==> src/rtl/vecunit_fpadd_pkg.sv <==
// Shared types and default sizing for the vector FP32 add/sub element sequencer.
package vecunit_fpadd_pkg;

  typedef enum logic [1:0] {
    ST_IDLE  = 2'd0,
    ST_ISSUE = 2'd1,
    ST_DRAIN = 2'd2,
    ST_DONE  = 2'd3
  } state_e;

  localparam logic OP_ADD = 1'b0;
  localparam logic OP_SUB = 1'b1;

  localparam int EW_DEF         = 32;
  localparam int VL_W_DEF       = 8;
  localparam int LAT_DEF        = 3;
  localparam int FIFO_DEPTH_DEF = 8;

  // Width of a counter that must be able to hold the value `depth` itself.
  function automatic int cnt_w(input int depth);
    return $clog2(depth + 1);
  endfunction

endpackage

==> src/rtl/fpadd_vec_sequencer_if.sv <==
// Command, operand, adder and result signals of the FP32 add/sub element sequencer.
interface fpadd_vec_sequencer_if
  import vecunit_fpadd_pkg::*;
#(
  parameter int EW   = EW_DEF,
  parameter int VL_W = VL_W_DEF
);
  logic            cmd_valid_i;
  logic            cmd_ready_o;
  logic [VL_W-1:0] cmd_vl_i;
  logic            cmd_op_i;
  logic            opnd_valid_i;
  logic            opnd_ready_o;
  logic [EW-1:0]   opa_i;
  logic [EW-1:0]   opb_i;
  logic            fpu_valid_o;
  logic [EW-1:0]   fpu_a_o;
  logic [EW-1:0]   fpu_b_o;
  logic            fpu_op_o;
  logic [EW-1:0]   fpu_res_i;
  logic            fpu_inf_nan_i;
  logic            fpu_den_i;
  logic            res_valid_o;
  logic            res_ready_i;
  logic [EW-1:0]   res_data_o;
  logic            res_last_o;
  logic            busy_o;
  logic            done_o;
  logic            exc_inf_nan_o;
  logic            exc_den_o;

  modport slave (
    input  cmd_valid_i, cmd_vl_i, cmd_op_i, opnd_valid_i, opa_i, opb_i,
           fpu_res_i, fpu_inf_nan_i, fpu_den_i, res_ready_i,
    output cmd_ready_o, opnd_ready_o, fpu_valid_o, fpu_a_o, fpu_b_o, fpu_op_o,
           res_valid_o, res_data_o, res_last_o, busy_o, done_o,
           exc_inf_nan_o, exc_den_o
  );

  modport master (
    output cmd_valid_i, cmd_vl_i, cmd_op_i, opnd_valid_i, opa_i, opb_i,
           fpu_res_i, fpu_inf_nan_i, fpu_den_i, res_ready_i,
    input  cmd_ready_o, opnd_ready_o, fpu_valid_o, fpu_a_o, fpu_b_o, fpu_op_o,
           res_valid_o, res_data_o, res_last_o, busy_o, done_o,
           exc_inf_nan_o, exc_den_o
  );

endinterface

==> src/rtl/fpadd_res_fifo.sv <==
// Synchronous result FIFO with occupancy count; storage is not reset, only pointers and count.
module fpadd_res_fifo #(
  parameter  int WIDTH = 33,
  parameter  int DEPTH = 8,
  localparam int CW    = $clog2(DEPTH + 1),
  localparam int PW    = (DEPTH > 1) ? $clog2(DEPTH) : 1
) (
  input  logic             clk_i,
  input  logic             rst_i,
  input  logic             push_i,
  input  logic [WIDTH-1:0] data_i,
  input  logic             pop_i,
  output logic [WIDTH-1:0] data_o,
  output logic [CW-1:0]    count_o
);

  logic [WIDTH-1:0] mem_q [DEPTH];
  logic [PW-1:0]    wr_ptr_q, wr_ptr_d;
  logic [PW-1:0]    rd_ptr_q, rd_ptr_d;
  logic [CW-1:0]    count_q, count_d;
  logic             do_push, do_pop;

  assign do_push = push_i && (count_q != CW'(DEPTH));
  assign do_pop  = pop_i && (count_q != '0);

  always_comb begin
    wr_ptr_d = wr_ptr_q;
    rd_ptr_d = rd_ptr_q;
    count_d  = count_q;
    // Pointers wrap explicitly so non-power-of-two depths work.
    if (do_push) wr_ptr_d = (wr_ptr_q == PW'(DEPTH - 1)) ? '0 : wr_ptr_q + PW'(1);
    if (do_pop)  rd_ptr_d = (rd_ptr_q == PW'(DEPTH - 1)) ? '0 : rd_ptr_q + PW'(1);
    case ({do_push, do_pop})
      2'b10:   count_d = count_q + CW'(1);
      2'b01:   count_d = count_q - CW'(1);
      default: count_d = count_q;
    endcase
  end

  always_ff @(posedge clk_i or posedge rst_i) begin
    if (rst_i) begin
      wr_ptr_q <= '0;
      rd_ptr_q <= '0;
      count_q  <= '0;
    end else begin
      wr_ptr_q <= wr_ptr_d;
      rd_ptr_q <= rd_ptr_d;
      count_q  <= count_d;
    end
  end

  always_ff @(posedge clk_i) begin
    if (do_push) mem_q[wr_ptr_q] <= data_i;
  end

  assign data_o  = mem_q[rd_ptr_q];
  assign count_o = count_q;

endmodule

==> src/rtl/fpadd_vec_sequencer.sv <==
// Streams one vector add/sub command through a fixed-latency FP32 adder, buffering
// results with credit-based backpressure and collecting sticky exception flags.
module fpadd_vec_sequencer
  import vecunit_fpadd_pkg::*;
#(
  parameter int EW         = EW_DEF,
  parameter int VL_W       = VL_W_DEF,
  parameter int LAT        = LAT_DEF,
  parameter int FIFO_DEPTH = FIFO_DEPTH_DEF
) (
  input  logic                  clk_i,
  input  logic                  rst_i,
  fpadd_vec_sequencer_if.slave  bus
);

  localparam int CW = cnt_w(FIFO_DEPTH);

  state_e          state_q, state_d;
  logic            op_q, op_d;
  logic [VL_W-1:0] remaining_q, remaining_d;
  logic [VL_W-1:0] elem_total_q, elem_total_d;
  logic [VL_W-1:0] wr_ord_q, wr_ord_d;
  logic [CW-1:0]   inflight_q, inflight_d;
  logic [LAT-1:0]  vld_q, vld_d;
  logic            inf_q, inf_d;
  logic            den_q, den_d;

  logic [CW-1:0]   fifo_cnt;
  logic [EW:0]     fifo_head;
  logic [CW:0]     occupancy;
  logic            credit, issue, push, pop, push_last, res_valid;

  // Credit counts elements already in the adder as well as those queued, so the
  // FIFO can never be over-committed; a same-cycle pop deliberately frees nothing.
  assign occupancy = {1'b0, inflight_q} + {1'b0, fifo_cnt};
  assign credit    = occupancy < (CW + 1)'(FIFO_DEPTH);
  assign issue     = (state_q == ST_ISSUE) && credit && bus.opnd_valid_i;
  assign push      = vld_q[LAT-1];
  assign push_last = (wr_ord_q + VL_W'(1)) == elem_total_q;
  assign res_valid = (fifo_cnt != '0);
  assign pop       = res_valid && bus.res_ready_i;

  always_comb begin
    state_d      = state_q;
    op_d         = op_q;
    remaining_d  = remaining_q;
    elem_total_d = elem_total_q;
    wr_ord_d     = wr_ord_q;
    inflight_d   = inflight_q;
    inf_d        = inf_q;
    den_d        = den_q;
    vld_d[0]     = issue;
    for (int i = 1; i < LAT; i++) vld_d[i] = vld_q[i-1];

    if (push) begin
      wr_ord_d = wr_ord_q + VL_W'(1);
      inf_d    = inf_q | bus.fpu_inf_nan_i;
      den_d    = den_q | bus.fpu_den_i;
    end

    case ({issue, push})
      2'b10:   inflight_d = inflight_q + CW'(1);
      2'b01:   inflight_d = inflight_q - CW'(1);
      default: inflight_d = inflight_q;
    endcase

    case (state_q)
      ST_IDLE: begin
        if (bus.cmd_valid_i) begin
          op_d         = bus.cmd_op_i;
          remaining_d  = bus.cmd_vl_i;
          elem_total_d = bus.cmd_vl_i;
          wr_ord_d     = '0;
          inf_d        = 1'b0;
          den_d        = 1'b0;
          state_d      = (bus.cmd_vl_i != '0) ? ST_ISSUE : ST_DONE;
        end
      end
      ST_ISSUE: begin
        if (issue) begin
          remaining_d = remaining_q - VL_W'(1);
          if (remaining_q == VL_W'(1)) state_d = ST_DRAIN;
        end
      end
      ST_DRAIN: begin
        if ((inflight_q == '0) && (fifo_cnt == '0) && !push) state_d = ST_DONE;
      end
      ST_DONE:  state_d = ST_IDLE;
      default:  state_d = ST_IDLE;
    endcase
  end

  always_ff @(posedge clk_i or posedge rst_i) begin
    if (rst_i) begin
      state_q      <= ST_IDLE;
      op_q         <= OP_ADD;
      remaining_q  <= '0;
      elem_total_q <= '0;
      wr_ord_q     <= '0;
      inflight_q   <= '0;
      vld_q        <= '0;
      inf_q        <= 1'b0;
      den_q        <= 1'b0;
    end else begin
      state_q      <= state_d;
      op_q         <= op_d;
      remaining_q  <= remaining_d;
      elem_total_q <= elem_total_d;
      wr_ord_q     <= wr_ord_d;
      inflight_q   <= inflight_d;
      vld_q        <= vld_d;
      inf_q        <= inf_d;
      den_q        <= den_d;
    end
  end

  fpadd_res_fifo #(
    .WIDTH (EW + 1),
    .DEPTH (FIFO_DEPTH)
  ) u_res_fifo (
    .clk_i   (clk_i),
    .rst_i   (rst_i),
    .push_i  (push),
    .data_i  ({bus.fpu_res_i, push_last}),
    .pop_i   (pop),
    .data_o  (fifo_head),
    .count_o (fifo_cnt)
  );

  assign bus.cmd_ready_o   = (state_q == ST_IDLE);
  assign bus.opnd_ready_o  = (state_q == ST_ISSUE) && credit;
  assign bus.fpu_valid_o   = issue;
  assign bus.fpu_a_o       = issue ? bus.opa_i : '0;
  assign bus.fpu_b_o       = issue ? bus.opb_i : '0;
  assign bus.fpu_op_o      = op_q;
  assign bus.res_valid_o   = res_valid;
  assign bus.res_data_o    = res_valid ? fifo_head[EW:1] : '0;
  assign bus.res_last_o    = res_valid && fifo_head[0];
  assign bus.busy_o        = (state_q != ST_IDLE);
  assign bus.done_o        = (state_q == ST_DONE);
  assign bus.exc_inf_nan_o = inf_q;
  assign bus.exc_den_o     = den_q;

endmodule

==> src/flat_wrapper.sv <==
// flat-port wrapper written by rule: the top's interface ports become plain ports
module fpadd_vec_sequencer_flat import vecunit_fpadd_pkg::*;
#(
  parameter int EW         = EW_DEF,
  parameter int VL_W       = VL_W_DEF,
  parameter int LAT        = LAT_DEF,
  parameter int FIFO_DEPTH = FIFO_DEPTH_DEF
)
  (clk_i, rst_i, bus_cmd_valid_i, bus_cmd_vl_i, bus_cmd_op_i, bus_opnd_valid_i, bus_opa_i, bus_opb_i, bus_fpu_res_i, bus_fpu_inf_nan_i, bus_fpu_den_i, bus_res_ready_i, bus_cmd_ready_o, bus_opnd_ready_o, bus_fpu_valid_o, bus_fpu_a_o, bus_fpu_b_o, bus_fpu_op_o, bus_res_valid_o, bus_res_data_o, bus_res_last_o, bus_busy_o, bus_done_o, bus_exc_inf_nan_o, bus_exc_den_o);
  fpadd_vec_sequencer_if #(.EW(EW), .VL_W(VL_W)) bus_i ();
  input  logic clk_i;
  input  logic rst_i;
  input wire logic [$bits(bus_i.cmd_valid_i)-1:0] bus_cmd_valid_i;
  input wire logic [$bits(bus_i.cmd_vl_i)-1:0] bus_cmd_vl_i;
  input wire logic [$bits(bus_i.cmd_op_i)-1:0] bus_cmd_op_i;
  input wire logic [$bits(bus_i.opnd_valid_i)-1:0] bus_opnd_valid_i;
  input wire logic [$bits(bus_i.opa_i)-1:0] bus_opa_i;
  input wire logic [$bits(bus_i.opb_i)-1:0] bus_opb_i;
  input wire logic [$bits(bus_i.fpu_res_i)-1:0] bus_fpu_res_i;
  input wire logic [$bits(bus_i.fpu_inf_nan_i)-1:0] bus_fpu_inf_nan_i;
  input wire logic [$bits(bus_i.fpu_den_i)-1:0] bus_fpu_den_i;
  input wire logic [$bits(bus_i.res_ready_i)-1:0] bus_res_ready_i;
  output wire logic [$bits(bus_i.cmd_ready_o)-1:0] bus_cmd_ready_o;
  output wire logic [$bits(bus_i.opnd_ready_o)-1:0] bus_opnd_ready_o;
  output wire logic [$bits(bus_i.fpu_valid_o)-1:0] bus_fpu_valid_o;
  output wire logic [$bits(bus_i.fpu_a_o)-1:0] bus_fpu_a_o;
  output wire logic [$bits(bus_i.fpu_b_o)-1:0] bus_fpu_b_o;
  output wire logic [$bits(bus_i.fpu_op_o)-1:0] bus_fpu_op_o;
  output wire logic [$bits(bus_i.res_valid_o)-1:0] bus_res_valid_o;
  output wire logic [$bits(bus_i.res_data_o)-1:0] bus_res_data_o;
  output wire logic [$bits(bus_i.res_last_o)-1:0] bus_res_last_o;
  output wire logic [$bits(bus_i.busy_o)-1:0] bus_busy_o;
  output wire logic [$bits(bus_i.done_o)-1:0] bus_done_o;
  output wire logic [$bits(bus_i.exc_inf_nan_o)-1:0] bus_exc_inf_nan_o;
  output wire logic [$bits(bus_i.exc_den_o)-1:0] bus_exc_den_o;
  assign bus_i.cmd_valid_i = bus_cmd_valid_i;
  assign bus_i.cmd_vl_i = bus_cmd_vl_i;
  assign bus_i.cmd_op_i = bus_cmd_op_i;
  assign bus_i.opnd_valid_i = bus_opnd_valid_i;
  assign bus_i.opa_i = bus_opa_i;
  assign bus_i.opb_i = bus_opb_i;
  assign bus_i.fpu_res_i = bus_fpu_res_i;
  assign bus_i.fpu_inf_nan_i = bus_fpu_inf_nan_i;
  assign bus_i.fpu_den_i = bus_fpu_den_i;
  assign bus_i.res_ready_i = bus_res_ready_i;
  assign bus_cmd_ready_o = bus_i.cmd_ready_o;
  assign bus_opnd_ready_o = bus_i.opnd_ready_o;
  assign bus_fpu_valid_o = bus_i.fpu_valid_o;
  assign bus_fpu_a_o = bus_i.fpu_a_o;
  assign bus_fpu_b_o = bus_i.fpu_b_o;
  assign bus_fpu_op_o = bus_i.fpu_op_o;
  assign bus_res_valid_o = bus_i.res_valid_o;
  assign bus_res_data_o = bus_i.res_data_o;
  assign bus_res_last_o = bus_i.res_last_o;
  assign bus_busy_o = bus_i.busy_o;
  assign bus_done_o = bus_i.done_o;
  assign bus_exc_inf_nan_o = bus_i.exc_inf_nan_o;
  assign bus_exc_den_o = bus_i.exc_den_o;
  fpadd_vec_sequencer #(.EW(EW), .VL_W(VL_W), .LAT(LAT), .FIFO_DEPTH(FIFO_DEPTH)) u_core (.clk_i(clk_i), .rst_i(rst_i), .bus(bus_i));
endmodule
==> config.mk <==
export PLATFORM = sky130hd
export DESIGN_NAME = fpadd_vec_sequencer_flat
export DESIGN_NICKNAME = d
export VERILOG_FILES = /design/src/rtl/vecunit_fpadd_pkg.sv /design/src/rtl/fpadd_vec_sequencer_if.sv /design/src/rtl/fpadd_res_fifo.sv /design/src/rtl/fpadd_vec_sequencer.sv /design/src/flat_wrapper.sv
export SDC_FILE = /design/constraint.sdc
export NUM_CORES = 1
export LEC_CHECK = 0
export ABC_AREA = 1
export BUFFER_PORTS_ARGS = -buffer_cell sky130_fd_sc_hd__buf_2
export CELL_PAD_IN_SITES_DETAIL_PLACEMENT = 1
export CELL_PAD_IN_SITES_GLOBAL_PLACEMENT = 1
export CORE_ASPECT_RATIO = 2
export CORE_MARGIN = 5
export CORE_UTILIZATION = 48
export DETAILED_ROUTE_END_ITERATION = 10
export HOLD_SLACK_MARGIN = 0.15
export PLACE_DENSITY = 0.85
export SLEW_MARGIN = 20
export SYNTH_ARGS = -nofsm -noshare
export SYNTH_HDL_FRONTEND = slang
export SYNTH_SLANG_ARGS = --single-unit
==> constraint.sdc <==
create_clock -name clk_i -period 6.2 [get_ports clk_i]
set_clock_uncertainty 0.05 [all_clocks]
set_input_delay 0.31 -clock clk_i [delete_from_list [all_inputs] [get_ports clk_i]]
set_output_delay 0.31 -clock clk_i [all_outputs]
set_load 0.01 [all_outputs]
==> flow_summary_export.csv, run 1 <==
group,metric,value,unit
outcome,status,"complete, no violations",
placed_design,hpwl,24.31,mm
clock_network,cts_sinks,310,
power,vdd_drop_max,0.0003092,V
power,p_seq_share,39.0,%
global_routing,grt_pass1_wl,60.21,mm
global_routing,grt_start_max_net_pins,95,
placed_design,dp_cells,1796,
clock_network,insertion_delay,0.55,ns
timing,max_slew_margin,32.16,%
power,total_leakage_power,6.685,nW
critical_path,critPathMaxFanout,75,
placed_design,dp_slack,2.646,ns
logic_synthesis,yosysMostFrequentCell,"nor2_1",
logic_synthesis,synth_nets,1408,
power,power.switching,2.834,mW
route,drc,0,
final_layout,utilization,57.78,%
min_path,worstHoldPathType,"input pin to flop",
logic_synthesis,synth_edf_count,264,
global_routing,antenna_found_initial,1,
clock_network,ctsResizeCount,0,
critical_path,critPathLaunch,"u_core.u_res_fifo.rd_ptr_q[0]",
placed_design,gp_congestion,0.8347,
route,drt_iter0_markers,746,
critical_path,end_kind,"primary output",
clock_network,cts-htree-levels,1,
power,power,7.118,mW
logic_synthesis,synth.avg_cell_area,10.71,sq um
floorplan,die_area,32130,sq um
final_layout,final_cells,1892,
timing,drv_slew,0,
global_routing,grt_pass1_vias,11209,
logic_synthesis,async_reset_ff_share,14.84,%
timing,setup_tns,0,ns
floorplan,fp.dieH,248.5,microns
logic_synthesis,synth_cell_types,33,
logic_synthesis,synth-seq-cells,310,
critical_path,rrSetupSlack,2.57,ns
critical_path,critPathLaunchType,"flop",
route,viasPerCell,5.485,
final_layout,drive_gt1_share,19.35,%
min_path,min_delay_path_depth,5,
logic_synthesis,synth_seq_area_share,66.48,%
power,power_density,437.0,nW/um^2
timing,rsz0062_at_grt,"false",
route,dr_total_vias,10378,
floorplan,dieWidth,129.3,microns
global_routing,grtUsageTotal,23.93,%
critical_path,r2r_end,"u_core.u_res_fifo.count_o[3]",
power,pwr-share-clk,23.2,%
timing,hold_viol,0,
route,drt-pass1-iter-count,5,
power,p_int,4.284,mW
logic_synthesis,ys.flop_type,"edfxtp_1",
floorplan,fp.coreArea,28190,sq um
run,cap_violations,0,
timing,setup_slack,2.011,ns
timing,tightest_slew,1.018,ns
placed_design,io_buffer_count,217,
clock_network,clk_pin_slew_worst_paths,0.07,ns
floorplan,std_cell_rows,87,
critical_path,reg2reg_depth,11,
timing,fin_crit,4.189,ns
floorplan,start_util,48.44,%
logic_synthesis,syn_inst,1275,
timing,fmax,238.7,MHz
logic_synthesis,yosysTopAreaCellShare,58.05,%
route,drt-total-wl,38.93,mm
critical_path,cp.required,5.84,ns
logic_synthesis,ys_top_cells_by_area,"edfxtp_1, nor2_1, dfrtp_1",
logic_synthesis,synth_common_cells,"nor2_1, edfxtp_1, o21ai_0, inv_1, nand2_1",
route,postRouteAntennaNets,0,
route,wl_per_cell,20.58,microns
critical_path,r2r_start,"u_core.u_res_fifo.count_o[0]",
power,swShare,39.82,%
logic_synthesis,syn_area,13660,sq um
logic_synthesis,synth_warnings,0,
final_layout,areaGrowthSynthToFinish,19.29,%
clock_network,cts_buffers,27,
final_layout,fin_nets,1648,
global_routing,gr-total-overflow,0,
clock_network,clock_path_buffers,3,
floorplan,io_pins,218,
critical_path,crit_end,"bus_res_data_o[6]",
critical_path,critPathKind,"flop to primary output",
clock_network,cts-root-buf,"clkbuf_16",
critical_path,critical_path_arrival,3.83,ns
timing,timing.final.crit_share,67.56,%
timing,setup_viol,0,
power,combPwrFrac,37.8,%
logic_synthesis,synth_top_cell_by_area,"edfxtp_1",
clock_network,cts_tree,"done",
==> sequential cells by signal, indices dropped and copies added, names as in the netlist, 3 cells and up <==
name / flops
u_core.u_res_fifo.wr_ptr_q: 3
u_core.u_res_fifo.rd_ptr_q: 3
u_core.wr_ord_q: 8
u_core.u_res_fifo.count_o: 4
u_core.remaining_q: 8
u_core.vld_q: 3
u_core.u_res_fifo.mem_q: 264
u_core.elem_total_q: 8
u_core.inflight_q: 4
==> how the worst min path moves through the flow <==
stage	endpoint	startpoint
2_1_floorplan	u_core.vld_q[1]	u_core.vld_q[0]
3_3_place_gp	u_core.vld_q[2]	u_core.vld_q[1]
3_5_place_dp	u_core.vld_q[2]	u_core.vld_q[1]
4_1_cts	u_core.elem_total_q[1]	bus_cmd_valid_i
5_1_grt	u_core.wr_ord_q[3]	bus_cmd_valid_i
6_report	u_core.elem_total_q[7]	bus_cmd_valid_i
==> what timing repair did <==
| action | CTS | global route |
|---|---|---|
| hold endpoints to repair | 324 | 0 |
| setup buffers | 0 | 0 |
| hold buffers | 46 | 0 |
==> critical path: stages (launching register included) <==
cell and delay [ns]:
dfrtp_4 0.71, clkinv_2 0.88, buf_4 0.65, o21ai_0 0.23
o21ai_1 0.08, o21ai_0 0.35, nor2_1 0.10, buf_2 0.16
==> per-layer routing <==
layer  track usage (%)  wire length [microns]
met1             25.88                  13310
met2             45.96                  21850
met3             3.372                   2528
met4             8.591                   1249
met5                 0                      0
==> kinds of logic after synthesis <==
kind of cell,Yosys count,synth area share [%]
flip-flops,310,66.48
AND/OR/NAND/NOR,493,14.13
adder cells (fa/ha/maj),21,1.979
AO/OA/AOI/OAI,255,10.43
XOR/XNOR,16,1.026
buffers and inverters,180,5.956
==> power by group through the flow <==
| stage | sequential, mW | combinational [mW] | clock, mW |
|---|---|---|---|
| floorplan | 2.64 | 1.91 | 0 |
| detailed placement | 2.81 | 2.65 | 0 |
| CTS | 2.78 | 2.71 | 1.68 |
| finish | 2.78 | 2.69 | 1.65 |
| global route | 2.81 | 3.01 | 1.77 |
| global placement | 2.80 | 2.50 | 0 |
==> cells in the final DEF, fill, tap and decap left out, types with 2 or more instances in the layout <==
master,instances
a21oi_1,17
buf_2,217
buf_4,14
bufinv_16,2
clkbuf_16,27
clkinv_1,6
clkinv_2,8
clkinv_4,2
dfrtp_1,43
dfrtp_4,2
dlygate4sd3_1,46
edfxtp_1,264
ha_1,20
inv_1,109
inv_2,3
inv_6,3
nand2_1,91
nand3_1,22
nand3_2,2
nand4_1,4
nor2_1,356
nor2_2,2
nor2_4,8
o21a_1,2
o21ai_0,163
o21ai_1,38
o32ai_1,33
or2_2,2
xnor2_1,7
xor2_1,9
==> stage by stage <==
step	hold slack [ns]	area [sq um]
finish	0.2092	16290
CTS	0.1878	16290
detailed placement	0.2963	14980
global placement	0.2828	14980
floorplan	0.2812	13660
global route	0.2404	16290
==> area by class of cell <==
class | count | area [sq um]
multi-input cells | 785 | 3824
flip-flops and latches | 310 | 9087
diodes | 1 | 2.502
clock buffers | 28 | 679.4
clock inverters | 21 | 170.2
repair buffers | 277 | 1652
fillers | 3055 | 11900
inverters | 114 | 429.2
well taps | 356 | 445.4
Note: power is estimated with default switching activity, not from simulation.
==> run 2, diff against run 1 <==
--- a/config.mk
+++ b/config.mk
@@ -11,10 +11,10 @@
 export CELL_PAD_IN_SITES_GLOBAL_PLACEMENT = 1
 export CORE_ASPECT_RATIO = 2
 export CORE_MARGIN = 5
-export CORE_UTILIZATION = 48
+export CORE_UTILIZATION = 44
 export DETAILED_ROUTE_END_ITERATION = 10
 export HOLD_SLACK_MARGIN = 0.15
-export PLACE_DENSITY = 0.85
+export PLACE_DENSITY = 0.79
 export SLEW_MARGIN = 20
 export SYNTH_ARGS = -nofsm -noshare
 export SYNTH_HDL_FRONTEND = slang
==> constraint.sdc (replaced) <==
create_clock -name clk_i -period 3.9 [get_ports clk_i]
set_clock_uncertainty 0.05 [all_clocks]
set_input_delay 0.195 -clock clk_i [delete_from_list [all_inputs] [get_ports clk_i]]
set_output_delay 0.195 -clock clk_i [all_outputs]
set_load 0.01 [all_outputs]
==> run 2 against run 1 <==
  * Via count grew 0.57%
  * Utilization shrank 4.3 points
  * Clock power grew 50%
  * First-iteration DRC count shrank 14%
  * Largest power group is now combinational cells
==> flow_summary_export.csv, run 2 (same netlist as run 1, synthesis figures left out) <==
group,metric,value,unit
outcome,status,"complete, no violations",
timing,drv_slew,0,
placed_design,dp_slack,1.038,ns
timing,fmax,314.0,MHz
power,combPwrFrac,39.3,%
final_layout,final_cells,1919,
power,p_seq_share,38.7,%
timing,setup_viol,0,
clock_network,cts-htree-levels,1,
power,power.switching,4.425,mW
clock_network,clock_path_buffers,3,
placed_design,hpwl,24.80,mm
timing,setup_tns,0,ns
clock_network,cts_tree,"done",
timing,hold_viol,0,
power,power_density,684.1,nW/um^2
global_routing,antenna_found_initial,0,
floorplan,std_cell_rows,91,
critical_path,critPathKind,"flop to primary output",
timing,rsz0062_at_grt,"false",
clock_network,cts_buffers,27,
route,drt-pass1-iter-count,5,
route,drt_iter0_markers,643,
floorplan,fp.coreArea,30740,sq um
global_routing,grt_pass1_wl,60.42,mm
route,wl_per_cell,19.99,microns
final_layout,layout_commonest_cell,"nor2_1",
placed_design,dp_cells,1817,
run,cap_violations,0,
critical_path,cp.required,3.65,ns
route,dr_total_vias,10437,
final_layout,largest_register_ffs,264,
critical_path,end_kind,"primary output",
timing,max_slew_margin,26.33,%
critical_path,critPathLaunchType,"flop",
clock_network,ctsResizeCount,0,
global_routing,grt_pass1_vias,11427,
clock_network,cts_setup_buffers,0,
route,drc,0,
floorplan,dieWidth,134.6,microns
route,postRouteAntennaNets,0,
power,pwr-share-clk,22.0,%
global_routing,grt_start_max_net_pins,134,
critical_path,critical_path_arrival,2.94,ns
clock_network,clk_pin_slew_worst_paths,0.06,ns
timing,setup_slack,0.7157,ns
floorplan,die_area,34870,sq um
global_routing,gr-total-overflow,0,
final_layout,regMostFlops,"u_core.u_res_fifo.mem_q",
clock_network,insertion_delay,0.53,ns
final_layout,drive_gt1_share,19.07,%
floorplan,io_pins,218,
power,power,11.24,mW
route,viasPerCell,5.439,
route,drt-total-wl,38.36,mm
timing,timing.final.crit_share,81.65,%
clock_network,cts_sinks,310,
clock_network,ctsHoldBuffers,55,
timing,tightest_slew,1.105,ns
power,p_int,6.814,mW
final_layout,final_cell_mix,"nor2_1, edfxtp_1, buf_2",
floorplan,start_util,44.42,%
final_layout,areaGrowthSynthToFinish,20.30,%
power,swShare,39.37,%
clock_network,cts-root-buf,"clkbuf_16",
min_path,worstHoldPathType,"flop to flop",
final_layout,fin_nets,1662,
placed_design,gp_congestion,0.7913,
power,total_leakage_power,6.725,nW
timing,fin_crit,3.184,ns
final_layout,n_antenna_cell,0,
power,vdd_drop_max,0.0004744,V
global_routing,grtUsageTotal,21.82,%
floorplan,fp.dieH,259.1,microns
critical_path,critPathMaxFanout,104,
placed_design,io_buffer_count,217,
run 2: through the flow:
step / area (sq um) / hold WS (ns) / utilization, %
finish: 16430 / 0.3017 / 53.44
global route: 16430 / 0.3118 / 53.44
CTS: 16430 / 0.3030 / 53.44
detailed placement: 15090 / 0.2887 / 49.07
global placement: 15090 / 0.2838 / 49.07
floorplan: 13660 / 0.2439 / -
run 2: area by class of cell:
cell class              count  area [sq um]
clock buffers              31         690.7
repair buffers            291          1829
flip-flops and latches    310          9087
clock inverters            16         101.3
inverters                 114         430.4
well taps                 372         465.4
multi-input cells         785          3824
fillers                  3389         14310
run 2: power by group through the flow:
stage,clock network (mW),logic (mW),registers (mW)
5_1_grt,2.67,4.95,4.40
4_1_cts,2.52,4.46,4.35
3_5_place_dp,0,4.32,4.42
6_report,2.47,4.41,4.35
3_3_place_gp,0,4.13,4.40
2_1_floorplan,0,3.04,4.19
run 2: path summary, 6_finish.rpt:
kind                                          startpoint                            end  slack (ns)  cells past startpoint
setup / recovery           u_core.u_res_fifo.rd_ptr_q[1]             bus_res_data_o[23]        0.72                      7
setup reg to reg                       u_core.state_q[1]           u_core.inflight_q[2]        1.05                     11
hold / removal                           u_core.vld_q[1]                u_core.vld_q[2]        0.30                      0
hold reg to reg                          u_core.vld_q[1]                u_core.vld_q[2]        0.30                      0
max in group asynchronous                          rst_i  u_core.u_res_fifo.rd_ptr_q[0]        3.00                      4
min in group asynchronous                          rst_i              u_core.state_q[1]        0.33                      4
run 2: layer usage:
| metal | GRT usage, % | vias to the layer above | part of all wire [%] | wire length [microns] |
|---|---|---|---|---|
| met5 | 0 | - | 0 | 0 |
| met2 | 44.08 | 340 | 57 | 21740 |
| met1 | 22.46 | 5211 | 35 | 13360 |
| met4 | 6.653 | 0 | 2.5 | 964 |
| li1 | - | 4826 | - | - |
| met3 | 3.278 | 60 | 6.0 | 2291 |
run 2: worst max-delay path, cell delays in order, from the launching register on:
cell and delay, ns:
dfrtp_4 1.10, buf_4 0.47, nor2_1 0.09, o21ai_0 0.13
o21ai_0 0.16, o21ai_0 0.19, nor2_1 0.08, buf_2 0.15
